==> config.mk <==
export PLATFORM = sky130hd
export DESIGN_NAME = mux_gate_scheduler
export DESIGN_NICKNAME = d
export VERILOG_FILES = /design/src/rtl/mux_gate_scheduler.sv
export SDC_FILE = /design/constraint.sdc
export NUM_CORES = 1
export LEC_CHECK = 0
export ABC_AREA = 1
export CAP_MARGIN = 25
export CORE_AREA = 2 2 57 59
export DETAILED_ROUTE_END_ITERATION = 8
export DIE_AREA = 0 0 59 61
export GPL_TIMING_DRIVEN = 0
export PLACE_DENSITY = 0.8
export SYNTH_ARGS = -nofsm -noshare
export SYNTH_HDL_FRONTEND = slang
export SYNTH_SLANG_ARGS = --single-unit
==> constraint.sdc <==
create_clock -name clk -period 2.62 [get_ports clk]
set_clock_uncertainty 0.15 [all_clocks]
set_input_delay 0.524 -clock clk [delete_from_list [all_inputs] [get_ports clk]]
set_output_delay 0.524 -clock clk [all_outputs]
set_load 0.01 [all_outputs]
==> src/rtl/mux_gate_scheduler.sv <==
// Time-shares one external 2:1 mux cell between two round-robin requesters to evaluate a
// bitwise 2-input function, one bit per cycle, LSB first. Optional check: MUX_GATE_SCHED_SELFCHECK_EN.
module mux_gate_scheduler #(
  parameter int WIDTH = 4
) (
  input  logic             clk,
  input  logic             rst,
  input  logic             req0_valid,
  output logic             req0_ready,
  input  logic [2:0]       req0_op,
  input  logic [WIDTH-1:0] req0_a,
  input  logic [WIDTH-1:0] req0_b,
  input  logic             req1_valid,
  output logic             req1_ready,
  input  logic [2:0]       req1_op,
  input  logic [WIDTH-1:0] req1_a,
  input  logic [WIDTH-1:0] req1_b,
  output logic             mux_i0,
  output logic             mux_i1,
  output logic             mux_sel,
  input  logic             mux_y,
  output logic             resp_valid,
  output logic             resp_id,
  output logic [WIDTH-1:0] resp_data,
  output logic             busy,
  output logic             err
);

  localparam int CW = (WIDTH > 1) ? $clog2(WIDTH) : 1;
  localparam logic [CW-1:0] LAST_BIT = CW'(WIDTH - 1);

  localparam logic [1:0] IDLE = 2'd0;
  localparam logic [1:0] RUN  = 2'd1;
  localparam logic [1:0] DONE = 2'd2;

  logic [1:0]       state;
  logic [CW-1:0]    cnt;
  logic             last_grant;
  logic             id_reg;
  logic [2:0]       op_reg;
  logic [WIDTH-1:0] a_reg;
  logic [WIDTH-1:0] b_reg;
  logic [WIDTH-1:0] res;
  logic [WIDTH-1:0] res_next;
  logic [WIDTH-1:0] resp_data_reg;
  logic             resp_id_reg;
  logic             grant_valid;
  logic             grant_id;
  logic             bit_a;
  logic             bit_b;

  // Round-robin: on contention the requester that was not served last wins.
  always_comb begin
    grant_valid = 1'b0;
    grant_id    = 1'b0;
    if (state == IDLE) begin
      if (req0_valid && req1_valid) begin
        grant_valid = 1'b1;
        grant_id    = ~last_grant;
      end else if (req0_valid) begin
        grant_valid = 1'b1;
        grant_id    = 1'b0;
      end else if (req1_valid) begin
        grant_valid = 1'b1;
        grant_id    = 1'b1;
      end
    end
  end

  assign req0_ready = grant_valid & ~grant_id;
  assign req1_ready = grant_valid & grant_id;

  assign bit_a = a_reg[cnt];
  assign bit_b = b_reg[cnt];

  // a selects between the two mux data inputs, so each function is its pair of cofactors in a.
  always_comb begin
    mux_i0  = 1'b0;
    mux_i1  = 1'b0;
    mux_sel = 1'b0;
    if (state == RUN) begin
      mux_sel = bit_a;
      case (op_reg)
        3'b000: begin mux_i0 = 1'b1;   mux_i1 = ~bit_b; end
        3'b001: begin mux_i0 = ~bit_b; mux_i1 = 1'b0;   end
        3'b010: begin mux_i0 = 1'b0;   mux_i1 = bit_b;  end
        3'b011: begin mux_i0 = bit_b;  mux_i1 = 1'b1;   end
        3'b100: begin mux_i0 = bit_b;  mux_i1 = ~bit_b; end
        3'b101: begin mux_i0 = ~bit_b; mux_i1 = bit_b;  end
        3'b110: begin mux_i0 = 1'b1;   mux_i1 = 1'b0;   end
        default: begin mux_i0 = 1'b0;  mux_i1 = 1'b1;   end
      endcase
    end
  end

  genvar gi;
  generate
    for (gi = 0; gi < WIDTH; gi++) begin : g_res
      assign res_next[gi] = (state == RUN && cnt == CW'(gi)) ? mux_y : res[gi];
    end
  endgenerate

  always_ff @(posedge clk or posedge rst) begin
    if (rst) begin
      state         <= IDLE;
      cnt           <= '0;
      last_grant    <= 1'b1;
      id_reg        <= 1'b0;
      op_reg        <= 3'b000;
      a_reg         <= '0;
      b_reg         <= '0;
      res           <= '0;
      resp_data_reg <= '0;
      resp_id_reg   <= 1'b0;
    end else begin
      case (state)
        IDLE: begin
          if (grant_valid) begin
            op_reg     <= grant_id ? req1_op : req0_op;
            a_reg      <= grant_id ? req1_a : req0_a;
            b_reg      <= grant_id ? req1_b : req0_b;
            id_reg     <= grant_id;
            last_grant <= grant_id;
            cnt        <= '0;
            state      <= RUN;
          end
        end
        RUN: begin
          res <= res_next;
          cnt <= cnt + 1'b1;
          if (cnt == LAST_BIT) begin
            // Response registers hold through later jobs until the next DONE.
            resp_data_reg <= res_next;
            resp_id_reg   <= id_reg;
            state         <= DONE;
          end
        end
        DONE: state <= IDLE;
        default: state <= IDLE;
      endcase
    end
  end

  assign resp_valid = (state == DONE);
  assign resp_data  = resp_data_reg;
  assign resp_id    = resp_id_reg;
  assign busy       = (state == RUN) || (state == DONE);

`ifdef MUX_GATE_SCHED_SELFCHECK_EN
  logic [WIDTH-1:0] model;
  logic             err_reg;

  always_comb begin
    model = '0;
    case (op_reg)
      3'b000: model = ~(a_reg & b_reg);
      3'b001: model = ~(a_reg | b_reg);
      3'b010: model = a_reg & b_reg;
      3'b011: model = a_reg | b_reg;
      3'b100: model = a_reg ^ b_reg;
      3'b101: model = ~(a_reg ^ b_reg);
      3'b110: model = ~a_reg;
      default: model = a_reg;
    endcase
  end

  always_ff @(posedge clk or posedge rst) begin
    if (rst) begin
      err_reg <= 1'b0;
    end else if (state == DONE && model != res) begin
      err_reg <= 1'b1;
    end
  end

  assign err = err_reg;
`else
  assign err = 1'b0;
`endif

endmodule

==> results of run 1 <==
-- per-stage QoR --
stage / power (mW) / setup WS, ps / area, sq um / TNS [ps] / hold WS (ps)
final: 2.17 / 324 / 1960 / 0 / 336
after global routing: 2.38 / 225 / 1960 / 0 / 362
after CTS: 2.11 / -94.3 / 1890 / -94.3 / 333
after detailed placement: 1.90 / -122 / 1840 / -208 / 313
after global placement: 1.88 / -86.9 / 1840 / -149 / 304
after floorplan: 1.50 / 913 / 1420 / 0 / 293
-- routing by layer --
| metal | vias up | global-route usage | wire, microns |
|---|---|---|---|
| met5 | - | 0 | 0 |
| li1 | 668 | - | - |
| met4 | 0 | 0.0714 | 46 |
| met2 | 32 | 0.290 | 1470 |
| met3 | 4 | 0.0192 | 124 |
| met1 | 578 | 0.265 | 1470 |
-- final cells by class --
cell class,count,area share
inverters,21,0.0415
repair buffers,45,0.228
clock buffers,3,0.0115
clock inverters,1,0.00383
multi-input cells,125,0.349
flip-flops and latches,25,0.321
well taps,33,0.0211
plain buffers,5,0.0236
-- synthesized netlist by cell type (all sizes together) --
library cell,number
nand2,53
dfrtp,24
inv,21
a21oi,13
nand3,13
nor2,13
o21ai,13
ha,8
buf,5
o22ai,5
a31oi,3
o211ai,2
conb,1
dfstp,1
o21a,1
-- worst paths after layout --
path,startpoint,to,slack (ps),cells past startpoint
min in group asynchronous,rst,state[0]$_DFFE_PP0P_,540,2
worst min-delay path,last_grant$_DFFE_PP1P_,last_grant$_DFFE_PP1P_,340,2
worst min register to register,last_grant$_DFFE_PP1P_,last_grant$_DFFE_PP1P_,340,2
worst max register to register,state[1]$_DFFE_PP0P_,state[0]$_DFFE_PP0P_,1020,6
max in group asynchronous,rst,cnt[0]$_DFFE_PP0P_,1170,2
worst max-delay path,state[0]$_DFFE_PP0P_,req0_ready,320,5
-- worst register-to-register path, stage by stage, from the launching register on --
cell and delay [ps]:
dfrtp_1 450, inv_2 110, ha_2 230, inv_1 80, o21ai_0 340, nor2_1 70
a21oi_1 110
-- power by group through the flow --
| stage | clock (mW) | combinational (mW) | sequential [mW] |
|---|---|---|---|
| 3_3_place_gp | 0 | 1.17 | 0.716 |
| 3_5_place_dp | 0 | 1.18 | 0.723 |
| 4_1_cts | 0.180 | 1.22 | 0.709 |
| 5_1_grt | 0.197 | 1.45 | 0.736 |
| 6_report | 0.182 | 1.28 | 0.714 |
| 2_1_floorplan | 0 | 0.786 | 0.710 |
-- kinds of logic after synthesis --
logic type,share of synthesized area
compound gates,0.162
buf+inv,0.0882
simple gates,0.235
fa+ha+maj,0.0705
other cells,0.00264
flops,0.442
-- repair_timing --
item                                    4_1_cts  5_1_grt
setup buffers                                 2        5
endpoints found under the hold margin         0        0
endpoints found under the setup margin        5        4
gates resized for setup                       4       13
==> out/qor.yml, run 1 <==
clocking:
  cts.sinks: 25
  clock_path_buffers: 2
  cts_tree: "done"
  cts_max_level: 1
  cts_buffers: 3
  cts-root-buf: "clkbuf_4"
  clock_latency_ps: 330
  clkTransAtPathRegs_ps: 160
  hold_buffers: 0
detailed_routing:
  vias: 1282
  vias_per_cell: 4.97
  wl_per_cell_microns: 12.0
  first_iter_violations: 63
  firstDrtPassIters: 4
  ant_nets: 0
  drc_errors: 0
  routed_wl_microns: 3110
floorplan:
  die_h_microns: 61
  io_pins: 40
  floorplan.initialDensity: 0.481
  die_area_sq_mm: 0.00360
  fp.dieW_microns: 59
  coreArea_sq_mm: 0.00295
  fp-row-count: 20
synthesis:
  synth-seq-cells: 25
  synth_cell_types: 24
  synth.cell_area_sq_mm: 0.00142
  synthTopCellsByArea: "dfrtp_1, nand2_1, ha_1"
  synth_area_leader_cell: "dfrtp_1"
  ys_warn_count: 0
  yosys.area.top_type_share: 0.423
  synth_nets: 211
  yosysSeqAreaShare: 0.442
  syn_avg_cell_area_sq_um: 8.06
  synthCells: 176
timing:
  fmax_mhz: 436
  period_share: 0.876
  tightest_slew_ps: 920
  setup_viol_count_final: 0
  max-slew-margin-rel: 0.386
  rsz0062_at_grt: "false"
  slew_violations: 0
  finalCriticalPeriod_ps: 2300
  hold_viol_final: 0
global_routing:
  antenna_found_initial: 0
  overflow: 0
  grtUsageTotal: 0.185
  grt_max_degree: 26
  grt_pass1_vias: 1166
  grt_pass1_wl_microns: 5000
run_status:
  outcome: "finished, final reports clean"
layout:
  final_common_cell: "nand2_1"
  nNetsFinal: 261
  nFillCells: 259
  syn_to_final_growth_pct: 38.1
  layout_common_cells: "nand2_1, clkdlybuf4s50_1, dfrtp_1, inv_1, a21oi_1"
  fin_cells: 258
  diodes: 0
  drive_gt1_frac: 0.164
  multi_input_area_sq_um: 684
  post-route-util: 0.664
  ff_latch_area_sq_um: 629
power_and_ir_drop:
  p_int_mw: 1.25
  p_leak_nw: 1.02
  switching_share: 0.424
  seqPwrFrac: 0.328
  power_frac_comb: 0.588
  power_density_mw_per_mm2: 1110
  clockPowerShare: 0.084
  ir_worst_vdd_v: 0.000678
  switching_power_mw: 0.921
placed_design:
  port_buffers: 38
  place_congestion: 0.782
  hpwl_microns: 2220
  dpl.cell_count: 247
worst_setup_path:
  end_kind: "output pin"
  critical_path_arrival_ps: 1620
  critPathRequiredTime_ps: 1950
  path_delay_family: "flip-flops"
  crit_path_max_incr_delay_ps: 430
  cp-start-kind: "register"
  worst-path-buf-inv: 2
  crit_chain: "inv_2 > ha_4 > o21ai_4 > nor2_2 > dlygate4sd2_1"
  slowest_stage: "dfrtp_1"
  critPathKind: "register to output pin"
  worstPathMaxFanout: 7
min_path:
  min_path_type: "register to register"
run:
  max_cap_violations: 0
(Power assumes the default switching activity.)
==> run 2, diff against run 1 <==
--- a/config.mk
+++ b/config.mk
@@ -12,6 +12,7 @@
 export DIE_AREA = 0 0 59 61
 export GPL_TIMING_DRIVEN = 0
 export PLACE_DENSITY = 0.8
+export SKIP_CTS_REPAIR_TIMING = 1
 export SYNTH_ARGS = -nofsm -noshare
 export SYNTH_HDL_FRONTEND = slang
 export SYNTH_SLANG_ARGS = --single-unit
==> run 2 against run 1 <==
  * The run now ends with negative setup slack left
  * Combinational power down 5%
  * Die area unchanged
  * Hold slack worse by 1.7 ps
  * Count of clock-buffer cells in the layout unchanged
  * Global-route usage down 0.14 points
  * Core utilization down 1.9 points
  * Largest cell class unchanged
==> out/qor.yml, run 2 (synthesized netlist as in run 1, its figures left out) <==
run_status:
  outcome: "finished with violations"
  violations: "negative setup slack"
layout:
  nNetsFinal: 257
  ff_latch_area_sq_um: 629
  drive_gt1_frac: 0.131
  layout_common_cells: "nand2_1, clkdlybuf4s50_1, dfrtp_1, inv_1, a21oi_1"
  final_common_cell: "nand2_1"
  nFillCells: 271
  post-route-util: 0.644
  syn_to_final_growth_pct: 34.1
  multi_input_area_sq_um: 669
  diodes: 0
  fin_cells: 254
floorplan:
  fp.dieW_microns: 59
  die_area_sq_mm: 0.00360
  coreArea_sq_mm: 0.00295
  die_h_microns: 61
  fp-row-count: 20
  floorplan.initialDensity: 0.481
  io_pins: 40
clocking:
  cts.sinks: 25
  cts_max_level: 1
  cts-root-buf: "clkbuf_4"
  clkTransAtPathRegs_ps: 160
  cts_tree: "done"
  clock_latency_ps: 330
  cts_buffers: 3
  clock_path_buffers: 2
power_and_ir_drop:
  finalPower_mw: 2.12
  p_leak_nw: 0.928
  power_density_mw_per_mm2: 1120
  ir_worst_vdd_v: 0.000624
detailed_routing:
  first_iter_violations: 60
  wl_per_cell_microns: 11.9
  ant_nets: 0
  firstDrtPassIters: 4
  vias: 1245
  routed_wl_microns: 3030
  vias_per_cell: 4.90
  drc_errors: 0
worst_setup_path:
  worstPathMaxFanout: 10
  end_kind: "output pin"
  critPathKind: "register to output pin"
  critical_path_arrival_ps: 2040
  critPathRequiredTime_ps: 1950
  cp-start-kind: "register"
global_routing:
  overflow: 0
  antenna_found_initial: 0
  grt_pass1_wl_microns: 4970
  grt_pass1_vias: 1157
  grtUsageTotal: 0.184
  grt_max_degree: 26
timing:
  fmax_mhz: 368
  rsz0062_at_grt: "true"
  setup_slack_ps: -93.9
  period_share: 1.04
  finalCriticalPeriod_ps: 2710
  max-slew-margin-rel: 0.386
  hold_viol_final: 0
  slew_violations: 0
  setup_viol_count_final: 2
  tightest_slew_ps: 920
placed_design:
  hpwl_microns: 2220
  place_congestion: 0.782
  dp_slack_ps: -122
  dpl.cell_count: 247
  port_buffers: 38
min_path:
  min_path_type: "register to register"
run:
  max_cap_violations: 0
==> run 2: worst paths after layout <==
path,cells after the start,end,slack [ps],startpoint
setup / recovery,6,req1_ready,-90,state[1]$_DFFE_PP0P_
hold / removal,2,last_grant$_DFFE_PP1P_,330,last_grant$_DFFE_PP1P_
setup reg to reg,6,state[0]$_DFFE_PP0P_,960,state[1]$_DFFE_PP0P_
hold reg to reg,2,last_grant$_DFFE_PP1P_,330,last_grant$_DFFE_PP1P_
max in group asynchronous,2,cnt[1]$_DFFE_PP0P_,1160,rst
min in group asynchronous,2,state[0]$_DFFE_PP0P_,540,rst
==> run 2: metal layers <==
metal,part of all wire,up-vias,GRT usage
met1,0.48,548,0.263
li1,-,659,-
met4,0.014,0,0.0714
met2,0.46,34,0.289
met3,0.043,4,0.0192
met5,0,-,0
==> run 2: final cells by class <==
cell class,instances,share of cell area
multi-input combinational,125,0.352
sequential,25,0.331
timing repair buffer,41,0.213
inverter,21,0.0427
buffer,5,0.0243
tap,33,0.0217
clock buffer,3,0.0118
clock inverter,1,0.00394
==> run 2: stage by stage <==
step | hold WS [ps] | cell area (sq um) | TNS [ps]
6_report | 334 | 1900 | -98.6
5_1_grt | 364 | 1900 | -451
4_1_cts | 334 | 1870 | -449
3_3_place_gp | 304 | 1840 | -149
3_5_place_dp | 313 | 1840 | -208
2_1_floorplan | 293 | 1420 | 0
==> run 2: critical path, cell delays in order (launching register included) <==
cell and delay, ps:
dfrtp_1 440, inv_1 120, ha_2 250, nand3_2 100, inv_2 110, buf_6 150
clkdlybuf4s50_1 540
==> run 2: where the power goes <==
part	internal (mW)	switching [mW]
Clock	0.0583	0.123
Combinational	0.578	0.647
Sequential	0.587	0.132
==> run 3, diff against run 2 <==
--- a/config.mk
+++ b/config.mk
@@ -7,11 +7,13 @@
 export LEC_CHECK = 0
 export ABC_AREA = 1
 export CAP_MARGIN = 25
-export CORE_AREA = 2 2 57 59
+export CELL_PAD_IN_SITES_DETAIL_PLACEMENT = 1
+export CELL_PAD_IN_SITES_GLOBAL_PLACEMENT = 1
+export CORE_AREA = 2 2 65 67
 export DETAILED_ROUTE_END_ITERATION = 8
-export DIE_AREA = 0 0 59 61
+export DIE_AREA = 0 0 67 69
 export GPL_TIMING_DRIVEN = 0
-export PLACE_DENSITY = 0.8
+export PLACE_DENSITY_LB_ADDON = 0.1
 export SKIP_CTS_REPAIR_TIMING = 1
 export SYNTH_ARGS = -nofsm -noshare
 export SYNTH_HDL_FRONTEND = slang
==> run 3 against run 2 <==
  * The run now ends clean
  * Die area is 28% higher
  * Power is 6.8% higher
  * Critical path depth is 1 lower
  * Non-clock buffer count is 2 higher
  * Fmax is 4.9% higher
  * Worst setup slack better by 130 ps
  * Global-route usage is 0.29 points higher
  * First-iteration DRC count is 38% lower
  * Critical path type unchanged
  * Largest power group unchanged
==> out/qor.yml, run 3 (synthesized netlist as in run 1, its figures left out) <==
timing:
  setup_viol_count_final: 0
  period_share: 0.987
  slew_violations: 0
  setup_slack_ps: 34.0
  finalCriticalPeriod_ps: 2590
  hold_viol_final: 0
  fin_hold_ws_ps: 308
  rsz0062_at_grt: "true"
  fmax_mhz: 387
detailed_routing:
  vias_per_cell: 4.94
  vias: 1348
  first_iter_violations: 37
  routed_wl_microns: 3960
  firstDrtPassIters: 4
  drc_errors: 0
  wl_per_cell_microns: 14.5
  ant_nets: 0
clocking:
  clock_latency_ps: 280
  clock_path_buffers: 2
  clkTransAtPathRegs_ps: 100
  cts-root-buf: "clkbuf_8"
  cts_buffers: 3
  cts.sinks: 25
  cts_max_level: 1
  cts_tree: "done"
power_and_ir_drop:
  switching_power_mw: 0.974
  clockPowerShare: 0.106
  switching_share: 0.429
  p_int_mw: 1.29
  power_frac_comb: 0.574
  p_leak_nw: 1.02
  ir_worst_vdd_v: 0.000560
  seqPwrFrac: 0.320
  power_density_mw_per_mm2: 1130
min_path:
  min_path_type: "primary input to async pin"
global_routing:
  overflow: 0
  antenna_found_initial: 0
  grtUsageTotal: 0.186
  use_met2: 0.331
  grtUsageMet3: 0.0163
  grtUsageMet1: 0.221
  grt_pass1_wl_microns: 6680
  grt_max_degree: 26
  busiest_layer: "met2"
  grt_pass1_vias: 1470
run_status:
  outcome: "finished, final reports clean"
floorplan:
  io_pins: 40
  floorplan.initialDensity: 0.363
  fp.dieW_microns: 67
  fp-row-count: 23
  die_area_sq_mm: 0.00462
  die_h_microns: 69
  coreArea_sq_mm: 0.00391
layout:
  nFillCells: 477
  nNetsFinal: 259
  drive_gt1_frac: 0.152
  layout_common_cells: "nand2_1, clkdlybuf4s50_1, dfrtp_1, inv_1, a21oi_1"
  fin_area_sq_mm: 0.00200
  syn_to_final_growth_pct: 41.0
  diodes: 0
  final_common_cell: "nand2_1"
  post-route-util: 0.511
  fin_cells: 273
worst_setup_path:
  crit_chain: "buf_4 > a21oi_1 > o21ai_0 > a21oi_1 > clkdlybuf4s50_1"
  cp_common_cell: "a21oi_1"
  worstPathMaxFanout: 6
  critPathKind: "register to output pin"
  critPathRequiredTime_ps: 1950
  crit_path_max_incr_delay_ps: 570
  end_kind: "output pin"
  slowest_stage: "clkdlybuf4s50_1"
  critical_path_arrival_ps: 1910
  cp-start-kind: "register"
placed_design:
  port_buffers: 38
  dpl.cell_count: 264
  place_congestion: 0.749
  place_area_sq_mm: 0.00186
  hpwl_microns: 3010
  dp_slack_ps: -115
run:
  max_cap_violations: 0
==> run 3: changes by cell type in the layout (fill, tap and decap cells not counted) <==
| cell | previous run | this run |
|---|---|---|
| ha_1 | 7 | 6 |
| clkdlybuf4s50_1 | 37 | 32 |
| buf_4 | 4 | 5 |
| clkbuf_8 | 0 | 3 |
| inv_2 | 3 | 5 |
| dlymetal6s2s_1 | 1 | 6 |
| buf_16 | 0 | 1 |
| inv_1 | 17 | 15 |
| clkbuf_4 | 3 | 0 |
| ha_4 | 0 | 1 |
| clkinv_2 | 0 | 1 |
| clkinvlp_4 | 1 | 0 |
==> run 3: cell type report <==
cell class	instances	area [sq um]	share of cell area
multi-input combinational	125	682	0.341
sequential	25	629	0.315
timing repair buffer	43	453	0.226
inverter	21	81.3	0.0407
tap	50	62.6	0.0313
buffer	5	46.3	0.0231
clock buffer	3	41.3	0.0206
clock inverter	1	5.00	0.00250
==> run 3: stage by stage <==
| step | power (mW) | setup TNS (ps) |
|---|---|---|
| 2_1_floorplan | 1.50 | 0 |
| 3_3_place_gp | 1.90 | -138 |
| 3_5_place_dp | 1.97 | -210 |
| 4_1_cts | 2.22 | -475 |
| 5_1_grt | 2.48 | -27.2 |
| 6_report | 2.27 | 0 |
==> run 3: final timing paths <==
path	slack, ps	to	startpoint	depth (start not counted)
worst max-delay path	30	mux_sel	cnt[0]$_DFFE_PP0P_	5
worst min-delay path	310	state[0]$_DFFE_PP0P_	rst	2
worst max register to register	990	state[0]$_DFFE_PP0P_	state[1]$_DFFE_PP0P_	6
worst min register to register	330	last_grant$_DFFE_PP1P_	last_grant$_DFFE_PP1P_	2
max in group asynchronous	1550	last_grant$_DFFE_PP1P_	rst	3
min in group clk	330	last_grant$_DFFE_PP1P_	last_grant$_DFFE_PP1P_	2
==> run 3: critical path: cells and delay by family (launching register included) <==
kind | cells | cell delay, ps
buffers and inverters | 2 | 730
AOI/OAI and AO/OA | 3 | 430
DFF | 1 | 470
==> run 3: power by group through the flow <==
stage / Clock [mW] / Combinational (mW) / Sequential [mW]
global placement: 0 / 1.18 / 0.718
finish: 0.241 / 1.30 / 0.725
CTS: 0.248 / 1.25 / 0.725
detailed placement: 0 / 1.24 / 0.733
floorplan: 0 / 0.786 / 0.710
global route: 0.261 / 1.47 / 0.749
==> run 3: routing by layer <==
metal / part of all wire / up-vias
met5: 0 / -
met2: 0.53 / 24
li1: - / 659
met4: 0.022 / 0
met1: 0.42 / 658
met3: 0.026 / 7
